## src/rtl/ex_pkg.sv

```systemverilog
// Shared types and constants for the EX-stage multiply/divide unit.
package ex_pkg;

    // RV32M/RV64M funct3 encodings.
    typedef enum logic [2:0] {
        OpMul    = 3'b000,
        OpMulh   = 3'b001,
        OpMulhsu = 3'b010,
        OpMulhu  = 3'b011,
        OpDiv    = 3'b100,
        OpDivu   = 3'b101,
        OpRem    = 3'b110,
        OpRemu   = 3'b111
    } muldiv_op_e;

    typedef enum logic [2:0] {
        StIdle = 3'd0,
        StMul  = 3'd1,
        StDiv  = 3'd2,
        StFix  = 3'd3,
        StDone = 3'd4
    } muldiv_state_e;

    // funct3 bit separating the divide ops from the multiply ops.
    localparam int unsigned FUNCT3_DIV_BIT = 2;

endpackage

```

## src/rtl/ex_muldiv_unit_if.sv

```systemverilog
// Issue/result bundle between the EX stage and the multiply/divide unit.
interface ex_muldiv_unit_if #(
    parameter int unsigned XLEN  = 32,
    parameter int unsigned TAG_W = 5
) ();
    logic             in_valid;
    logic             in_ready;
    logic [2:0]       funct3;
    logic [XLEN-1:0]  op_a;
    logic [XLEN-1:0]  op_b;
    logic [TAG_W-1:0] in_tag;
    logic             flush;
    logic             out_valid;
    logic [XLEN-1:0]  out_result;
    logic [TAG_W-1:0] out_tag;
    logic             busy;

    modport master (
        output in_valid, funct3, op_a, op_b, in_tag, flush,
        input  in_ready, out_valid, out_result, out_tag, busy
    );

    modport slave (
        input  in_valid, funct3, op_a, op_b, in_tag, flush,
        output in_ready, out_valid, out_result, out_tag, busy
    );
endinterface

```

## src/rtl/div_iter.sv

```systemverilog
// Radix-2 restoring divider core on unsigned magnitudes; one quotient bit per cycle.
module div_iter #(
    parameter int unsigned XLEN = 32
) (
    input  logic            clk,
    input  logic            rst_n,
    input  logic            start_i,
    input  logic [XLEN-1:0] dividend_i,
    input  logic [XLEN-1:0] divisor_i,
    output logic [XLEN-1:0] quotient_o,
    output logic [XLEN-1:0] remainder_o,
    output logic            last_o,
    output logic            done_o
);
    // One extra bit so the counter can sit at XLEN without wrapping.
    localparam int unsigned CntW = $clog2(XLEN) + 1;

    logic [CntW-1:0] cnt_q, cnt_d;
    logic [XLEN-1:0] quo_q, quo_d, rem_q, rem_d, dvs_q, dvs_d;
    logic [XLEN:0]   shifted, diff;

    // Shift in the next dividend bit and keep the difference when it does not borrow.
    always_comb begin
        cnt_d   = cnt_q;
        quo_d   = quo_q;
        rem_d   = rem_q;
        dvs_d   = dvs_q;
        shifted = {rem_q, quo_q[XLEN-1]};
        diff    = shifted - {1'b0, dvs_q};
        if (start_i) begin
            cnt_d = '0;
            quo_d = dividend_i;
            rem_d = '0;
            dvs_d = divisor_i;
        end else if (cnt_q < CntW'(XLEN)) begin
            rem_d = diff[XLEN] ? shifted[XLEN-1:0] : diff[XLEN-1:0];
            quo_d = {quo_q[XLEN-2:0], ~diff[XLEN]};
            cnt_d = cnt_q + CntW'(1);
        end
    end

    // Iteration state; the counter idles at XLEN.
    always_ff @(posedge clk or negedge rst_n) begin
        if (!rst_n) begin
            cnt_q <= CntW'(XLEN);
            quo_q <= '0;
            rem_q <= '0;
            dvs_q <= '0;
        end else begin
            cnt_q <= cnt_d;
            quo_q <= quo_d;
            rem_q <= rem_d;
            dvs_q <= dvs_d;
        end
    end

    assign quotient_o  = quo_q;
    assign remainder_o = rem_q;
    assign last_o      = (cnt_q == CntW'(XLEN - 1));
    assign done_o      = (cnt_q == CntW'(XLEN));

endmodule

```

## src/rtl/ex_muldiv_unit.sv

```systemverilog
// Multi-cycle RV32M/RV64M unit: pipelined multiplier plus iterative divider.
module ex_muldiv_unit
    import ex_pkg::*;
#(
    parameter int unsigned XLEN       = 32,
    parameter int unsigned MUL_STAGES = 2,
    parameter int unsigned TAG_W      = 5
) (
    input logic               clk,
    input logic               rst_n,
    ex_muldiv_unit_if.slave   bus
);
    localparam int unsigned MulCntW = (MUL_STAGES > 1) ? $clog2(MUL_STAGES) : 1;
    localparam logic [XLEN-1:0] MinInt = {1'b1, {(XLEN-1){1'b0}}};

    muldiv_state_e            state_q, state_d;
    logic [MulCntW-1:0]       mul_cnt_q, mul_cnt_d;
    logic [MUL_STAGES-1:0][XLEN-1:0] mul_pipe_q;
    logic [XLEN-1:0]          out_result_q, spec_res_q, res_sel;
    logic [TAG_W-1:0]         out_tag_q, tag_q;
    logic                     is_rem_q, neg_quo_q, neg_rem_q, special_q;
    logic                     load_res;

    muldiv_op_e               op_in;
    logic                     accept, is_div_in, sgn_in, a_neg, b_neg, by_zero, special_in;
    logic [XLEN-1:0]          mag_a, mag_b, spec_res, mul_res, quo, rem, fix_res;
    logic [2*XLEN-1:0]        a_wide, b_wide, prod;
    logic                     div_start, div_last, div_done;

    assign accept = bus.in_valid && bus.in_ready && !bus.flush;

    // Operand decode, multiplier front end and divide special-case detection.
    always_comb begin
        op_in      = muldiv_op_e'(bus.funct3);
        is_div_in  = bus.funct3[FUNCT3_DIV_BIT];
        a_wide     = {{XLEN{(op_in != OpMulhu) & bus.op_a[XLEN-1]}}, bus.op_a};
        b_wide     = {{XLEN{(op_in == OpMul || op_in == OpMulh) & bus.op_b[XLEN-1]}}, bus.op_b};
        prod       = a_wide * b_wide;
        mul_res    = (op_in == OpMul) ? prod[XLEN-1:0] : prod[2*XLEN-1:XLEN];
        sgn_in     = ~bus.funct3[0];
        a_neg      = sgn_in & bus.op_a[XLEN-1];
        b_neg      = sgn_in & bus.op_b[XLEN-1];
        mag_a      = a_neg ? -bus.op_a : bus.op_a;
        mag_b      = b_neg ? -bus.op_b : bus.op_b;
        by_zero    = (bus.op_b == '0);
        special_in = by_zero || (sgn_in && bus.op_a == MinInt && bus.op_b == '1);
        // Overflow quotient is MIN_INT, which is op_a itself.
        if (bus.funct3[1]) spec_res = by_zero ? bus.op_a : '0;
        else               spec_res = by_zero ? '1 : bus.op_a;
    end

    assign div_start = accept && is_div_in && !special_in;

    div_iter #(
        .XLEN (XLEN)
    ) u_div_iter (
        .clk         (clk),
        .rst_n       (rst_n),
        .start_i     (div_start),
        .dividend_i  (mag_a),
        .divisor_i   (mag_b),
        .quotient_o  (quo),
        .remainder_o (rem),
        .last_o      (div_last),
        .done_o      (div_done)
    );

    // Sign correction; special cases also pass through FIX so every divide registers alike.
    always_comb begin
        if (special_q)     fix_res = spec_res_q;
        else if (is_rem_q) fix_res = neg_rem_q ? -rem : rem;
        else               fix_res = neg_quo_q ? -quo : quo;
        res_sel = (state_q == StMul) ? mul_pipe_q[MUL_STAGES-1] : fix_res;
    end

    // Next-state logic; flush overrides everything and suppresses the result write.
    always_comb begin
        state_d   = state_q;
        mul_cnt_d = mul_cnt_q;
        load_res  = 1'b0;
        unique case (state_q)
            StIdle: begin
                if (accept) begin
                    mul_cnt_d = '0;
                    if (!is_div_in)     state_d = StMul;
                    else if (special_in) state_d = StFix;
                    else                 state_d = StDiv;
                end
            end
            StMul: begin
                if (mul_cnt_q == MulCntW'(MUL_STAGES - 1)) begin
                    state_d  = StDone;
                    load_res = 1'b1;
                end else begin
                    mul_cnt_d = mul_cnt_q + MulCntW'(1);
                end
            end
            StDiv:  if (div_last) state_d = StFix;
            StFix: begin
                if (special_q || div_done) begin
                    state_d  = StDone;
                    load_res = 1'b1;
                end
            end
            StDone: state_d = StIdle;
            default: state_d = StIdle;
        endcase
        if (bus.flush) begin
            state_d  = StIdle;
            load_res = 1'b0;
        end
    end

    // Control state, op attributes latched at accept, and registered result.
    always_ff @(posedge clk or negedge rst_n) begin
        if (!rst_n) begin
            state_q      <= StIdle;
            mul_cnt_q    <= '0;
            tag_q        <= '0;
            is_rem_q     <= 1'b0;
            neg_quo_q    <= 1'b0;
            neg_rem_q    <= 1'b0;
            special_q    <= 1'b0;
            spec_res_q   <= '0;
            out_result_q <= '0;
            out_tag_q    <= '0;
        end else begin
            state_q   <= state_d;
            mul_cnt_q <= mul_cnt_d;
            if (accept) begin
                tag_q      <= bus.in_tag;
                is_rem_q   <= bus.funct3[1];
                neg_quo_q  <= a_neg ^ b_neg;
                neg_rem_q  <= a_neg;
                special_q  <= special_in;
                spec_res_q <= spec_res;
            end
            if (load_res) begin
                out_result_q <= res_sel;
                out_tag_q    <= tag_q;
            end
        end
    end

    // Free-running multiplier chain; slot k holds the product accepted k edges earlier.
    always_ff @(posedge clk or negedge rst_n) begin
        if (!rst_n) begin
            mul_pipe_q <= '0;
        end else begin
            mul_pipe_q[0] <= mul_res;
            for (int i = 1; i < int'(MUL_STAGES); i++) begin
                mul_pipe_q[i] <= mul_pipe_q[i-1];
            end
        end
    end

    assign bus.in_ready   = (state_q == StIdle);
    assign bus.busy       = (state_q != StIdle) && (state_q != StDone);
    assign bus.out_valid  = (state_q == StDone);
    assign bus.out_result = out_result_q;
    assign bus.out_tag    = out_tag_q;

endmodule
```

## src/flat_wrapper.sv

```systemverilog
// flat-port wrapper written by rule: the top's interface ports become plain ports
module ex_muldiv_unit_flat import ex_pkg::*;
#(
    parameter int unsigned XLEN       = 32,
    parameter int unsigned MUL_STAGES = 2,
    parameter int unsigned TAG_W      = 5
)
  (clk, rst_n, bus_in_valid, bus_funct3, bus_op_a, bus_op_b, bus_in_tag, bus_flush, bus_in_ready, bus_out_valid, bus_out_result, bus_out_tag, bus_busy);
  ex_muldiv_unit_if #(.XLEN(XLEN), .TAG_W(TAG_W)) bus_i ();
  input logic clk;
  input logic rst_n;
  input wire logic [$bits(bus_i.in_valid)-1:0] bus_in_valid;
  input wire logic [$bits(bus_i.funct3)-1:0] bus_funct3;
  input wire logic [$bits(bus_i.op_a)-1:0] bus_op_a;
  input wire logic [$bits(bus_i.op_b)-1:0] bus_op_b;
  input wire logic [$bits(bus_i.in_tag)-1:0] bus_in_tag;
  input wire logic [$bits(bus_i.flush)-1:0] bus_flush;
  output wire logic [$bits(bus_i.in_ready)-1:0] bus_in_ready;
  output wire logic [$bits(bus_i.out_valid)-1:0] bus_out_valid;
  output wire logic [$bits(bus_i.out_result)-1:0] bus_out_result;
  output wire logic [$bits(bus_i.out_tag)-1:0] bus_out_tag;
  output wire logic [$bits(bus_i.busy)-1:0] bus_busy;
  assign bus_i.in_valid = bus_in_valid;
  assign bus_i.funct3 = bus_funct3;
  assign bus_i.op_a = bus_op_a;
  assign bus_i.op_b = bus_op_b;
  assign bus_i.in_tag = bus_in_tag;
  assign bus_i.flush = bus_flush;
  assign bus_in_ready = bus_i.in_ready;
  assign bus_out_valid = bus_i.out_valid;
  assign bus_out_result = bus_i.out_result;
  assign bus_out_tag = bus_i.out_tag;
  assign bus_busy = bus_i.busy;
  ex_muldiv_unit #(.XLEN(XLEN), .MUL_STAGES(MUL_STAGES), .TAG_W(TAG_W)) u_core (.clk(clk), .rst_n(rst_n), .bus(bus_i));
endmodule
```

## config.mk

```make
export PLATFORM = sky130hd
export DESIGN_NAME = ex_muldiv_unit_flat
export DESIGN_NICKNAME = d
export VERILOG_FILES = /design/src/rtl/ex_pkg.sv /design/src/rtl/ex_muldiv_unit_if.sv /design/src/rtl/div_iter.sv /design/src/rtl/ex_muldiv_unit.sv /design/src/flat_wrapper.sv
export SDC_FILE = /design/constraint.sdc
export NUM_CORES = 2
export LEC_CHECK = 0
export BUFFER_PORTS_ARGS = -buffer_cell sky130_fd_sc_hd__buf_2
export CORE_ASPECT_RATIO = 1.4
export CORE_MARGIN = 2
export CORE_UTILIZATION = 55
export CTS_CLUSTER_SIZE = 8
export DETAILED_ROUTE_END_ITERATION = 7
export HOLD_SLACK_MARGIN = 0.15
export PLACE_DENSITY = 0.84
export SYNTH_ARGS = -nofsm -noshare
export SYNTH_HDL_FRONTEND = slang
export SYNTH_SLANG_ARGS = --single-unit
export TNS_END_PERCENT = 100
```

## constraint.sdc

```tcl
create_clock -name clk -period 3.23 [get_ports clk]
set_input_delay 0.646 -clock clk [delete_from_list [all_inputs] [get_ports clk]]
set_output_delay 0.646 -clock clk [all_outputs]
set_load 0.02 [all_outputs]
```

==> results.md <==
- Status: finished, violations left
- Setup violations, final: 69
- Post-synthesis cell type count: between 60 and 70
- CTS H-tree lvls: 2
- Root buf cell: clkbuf_16
- Final HPWL DP: 155000 um
- Avg Cell Area, Syn: 8.73 um^2
- RSZ-0062 raised after global routing: true
- TritonRoute pass-1 iters: 8
- Worst Setup Slack, final: -4.84 ns
- Final non-filler cell area: 65300 um^2
- Post-DP Area: 61000 um^2
- CP endpoint kind: flop
- Largest net degree at the start of global routing: 80
- Post-Synth Adder-Cell Area: 0.484
- Vias: approximately 47000
- Die Y: 372 um
- Post-Syn Area: 53100 um^2
- Simple-gate share of the synthesized area: 0.151
- Number of synthesized flops with an enable pin: 0
- Initial antenna violation count: 11
- Mux share of post-synthesis cell area: 0.0136
- Clk pin slew, worst setup/hold paths: 0.05 ns
- Worst hold path type: in -> reg
- Fin crit period: 8.07 ns
- Critical path fanouts, max: 7
- Number of nets in the layout: 8160
- Max_slew headroom: 0.423
- Ys async rst share: 1.00
- Post-synthesis cell count: 6087
- Most frequent cells in the layout: inv_1, fa_1, nand2_1
- Violated checks: negative setup slack
- Total CTS buffers: 36
- Vias in the first global route: 51500
- Most used cell, CP: fa_1
- Total wire length: around 200000 um
- Layout cell share with drive strength beyond 1: 0.212
- CP max stage delay: 0.60 ns
- Commonest non-fill, non-tap cell in the layout: inv_1
- CTS tree: yes
- DIE AREA: 99100 um^2
- F_max: 0.124 GHz
- Critical path arrival: around 8.5 ns
- GRT overflow: 0
- Syn. warnings: 0
- CP Data Required Time: 3.63 ns
- Starting Density: 0.556
- Multi-input logic area: 43100 um^2
- HP Start: bus_flush
- FILL cells: 6906
- Die X: 267 um
- Max Slew Vio Count: 0
- RR Startpoint: u_core.u_div_iter.remainder_o[5]$_DFFE_PN0P_
- Measured slew at the worst slew-check pin: between 0.8 and 0.9 ns
- Synth Area in XOR/XNOR: 0.0356
- Critical-path top delay cell: fa_1
- Routability cong.: around 1.0
- Sequential share of the synthesized area: 0.117
- Startpoint types: input port
- CTS Sinks: approximately 250
- Layout area overhead: 22.9%
- First-pass GRT wire length: 296000 um
- Gr usage total: 0.402
- Final Util: 0.683
- Final Cycle Share: 2.50
- Wire per inst: around 25 um
- Reg area: 6210 um^2
- Remaining antenna violation count: 0
- Critical Path Source: bus_funct3[2]
- Crit Path Category: in -> reg
- Largest family of logic cells by synthesized area: adder cells
- Clock Latency Late Sink: 0.54 ns
- Complex-gate fraction of the synthesized area: 0.0835
- CTS max path bufs: 3
- Area of the core: 95600 um^2
- Max Cap Viol: 0
- Boundary Pins: between 100 and 150
- DRC: 0
- Main synth FF type: dfrtp_1
- # rows: approximately 130
- Post-Syn Nets: 7540
- # port buffers: 115
- Register bit total from synthesis: 248
- Starting DRT DRC Count: 4309
- Final Hold Fails: 0
- Worst-case clock skew: 0.0190 ns
- Drt via density: slightly below 6
-- cell type report --
class | count | share of cell area
multi-input combinational | 4204 | 0.661
timing repair buffer | 960 | 0.133
sequential | 248 | 0.0951
inverter | 1257 | 0.0725
tap | 1224 | 0.0235
clock buffer | 43 | 0.0142
clock inverter | 3 | 0.000690
antenna | 6 | 0.000230
-- per-stage QoR --
stage               hold WS [ns]  worst slack [ns]  TNS, ns  cells
floorplan                  0.331             -5.16  -134.43   6087
global placement           0.333             -5.27  -234.48   7808
detailed placement         0.336             -5.29  -241.14   7808
CTS                        0.286             -4.53  -135.04   7904
global route               0.300             -4.87  -151.17   7942
finish                     0.298             -4.84  -144.57   7945
-- kinds of logic (layout without fill, tap and decap cells) --
family	count (synthesis)	in the layout
AND/OR/NAND/NOR	1798	1801
buffers and inverters	1638	2263
adder cells (fa/ha/maj)	1377	1377
AO/OA/AOI/OAI	738	738
flip-flops	248	248
XOR/XNOR	216	216
multiplexers	72	72
other	0	6
-- state kept, by name, indices dropped and copies added, names as in the netlist, 6 cells and up --
register / cells
u_core.bus.out_result: 32
u_core.mul_pipe_q: 64
u_core.spec_res_q: 32
u_core.u_div_iter.cnt_q: 6
u_core.u_div_iter.dvs_q: 32
u_core.u_div_iter.quotient_o: 32
u_core.u_div_iter.remainder_o: 32
-- path summary, 6_finish.rpt --
check                                                          end  slack [ns]  depth (start not counted)
min                                  u_core.state_q[0]$_DFFE_PN0P_        0.30                          2
max reg2reg                  u_core.bus.out_result[29]$_DFFE_PN0P_       -0.29                         10
min reg2reg                        u_core.mul_pipe_q[43]$_DFF_PN0_        0.33                          0
max                                u_core.mul_pipe_q[24]$_DFF_PN0_       -4.84                         30
min in group asynchronous  u_core.u_div_iter.dvs_q[11]$_DFFE_PN0P_        0.72                          2
max in group asynchronous          u_core.mul_pipe_q[37]$_DFF_PN0_        1.64                          3
-- layer usage --
layer / GRT usage / routed length (um)
met5: 0 / 99
met4: 0.359 / 23500
met3: 0.0834 / 18900
met2: 0.673 / 92600
met1: 0.431 / 62200
-- Yosys cell counts, types with 17 or more instances --
library cell  number  area (um^2)
a21oi_1          170          851
dfrtp_1          247         6180
buf_1             82          308
a21o_1            60          450
and2_1           269         1680
o21ai_0          299         1500
ha_1             251         3140
nand3_1           45          225
nor2_1           184          691
nand2_1         1103         4140
clkbuf_1         293         1100
o211ai_1          19          143
mux2i_1           72          721
xnor2_1          137         1200
nand2b_1          17          106
and3_1            20          125
a211oi_1          46          345
a31oi_1           17          106
xor2_1            79          692
or3_1             19          119
inv_1           1256         4710
fa_1            1126        22500
nor3_1            35          175
nand4_1           27          169
o31ai_1           35          263
-- worst max-delay path: cells and delay by family --
family / cells / cell delay, ns
adder cells (fa/ha/maj): 9 / 4.50
AND/OR/NAND/NOR: 6 / 1.28
AO/OA/AOI/OAI: 4 / 1.19
buffers and inverters: 11 / 0.85
-- timing repair --
item	CTS	global route
endpoints found under the setup margin	147	178
hold endpoints to repair	2	0
hold buffers	1	0
buffers inserted	63	50
gates cloned	5	5
pin swaps	261	191
resized for setup	367	269
Power is left out: the tool's default activity adds up to more than one toggle a clock period on the data nets, which glitch-free logic cannot reach.
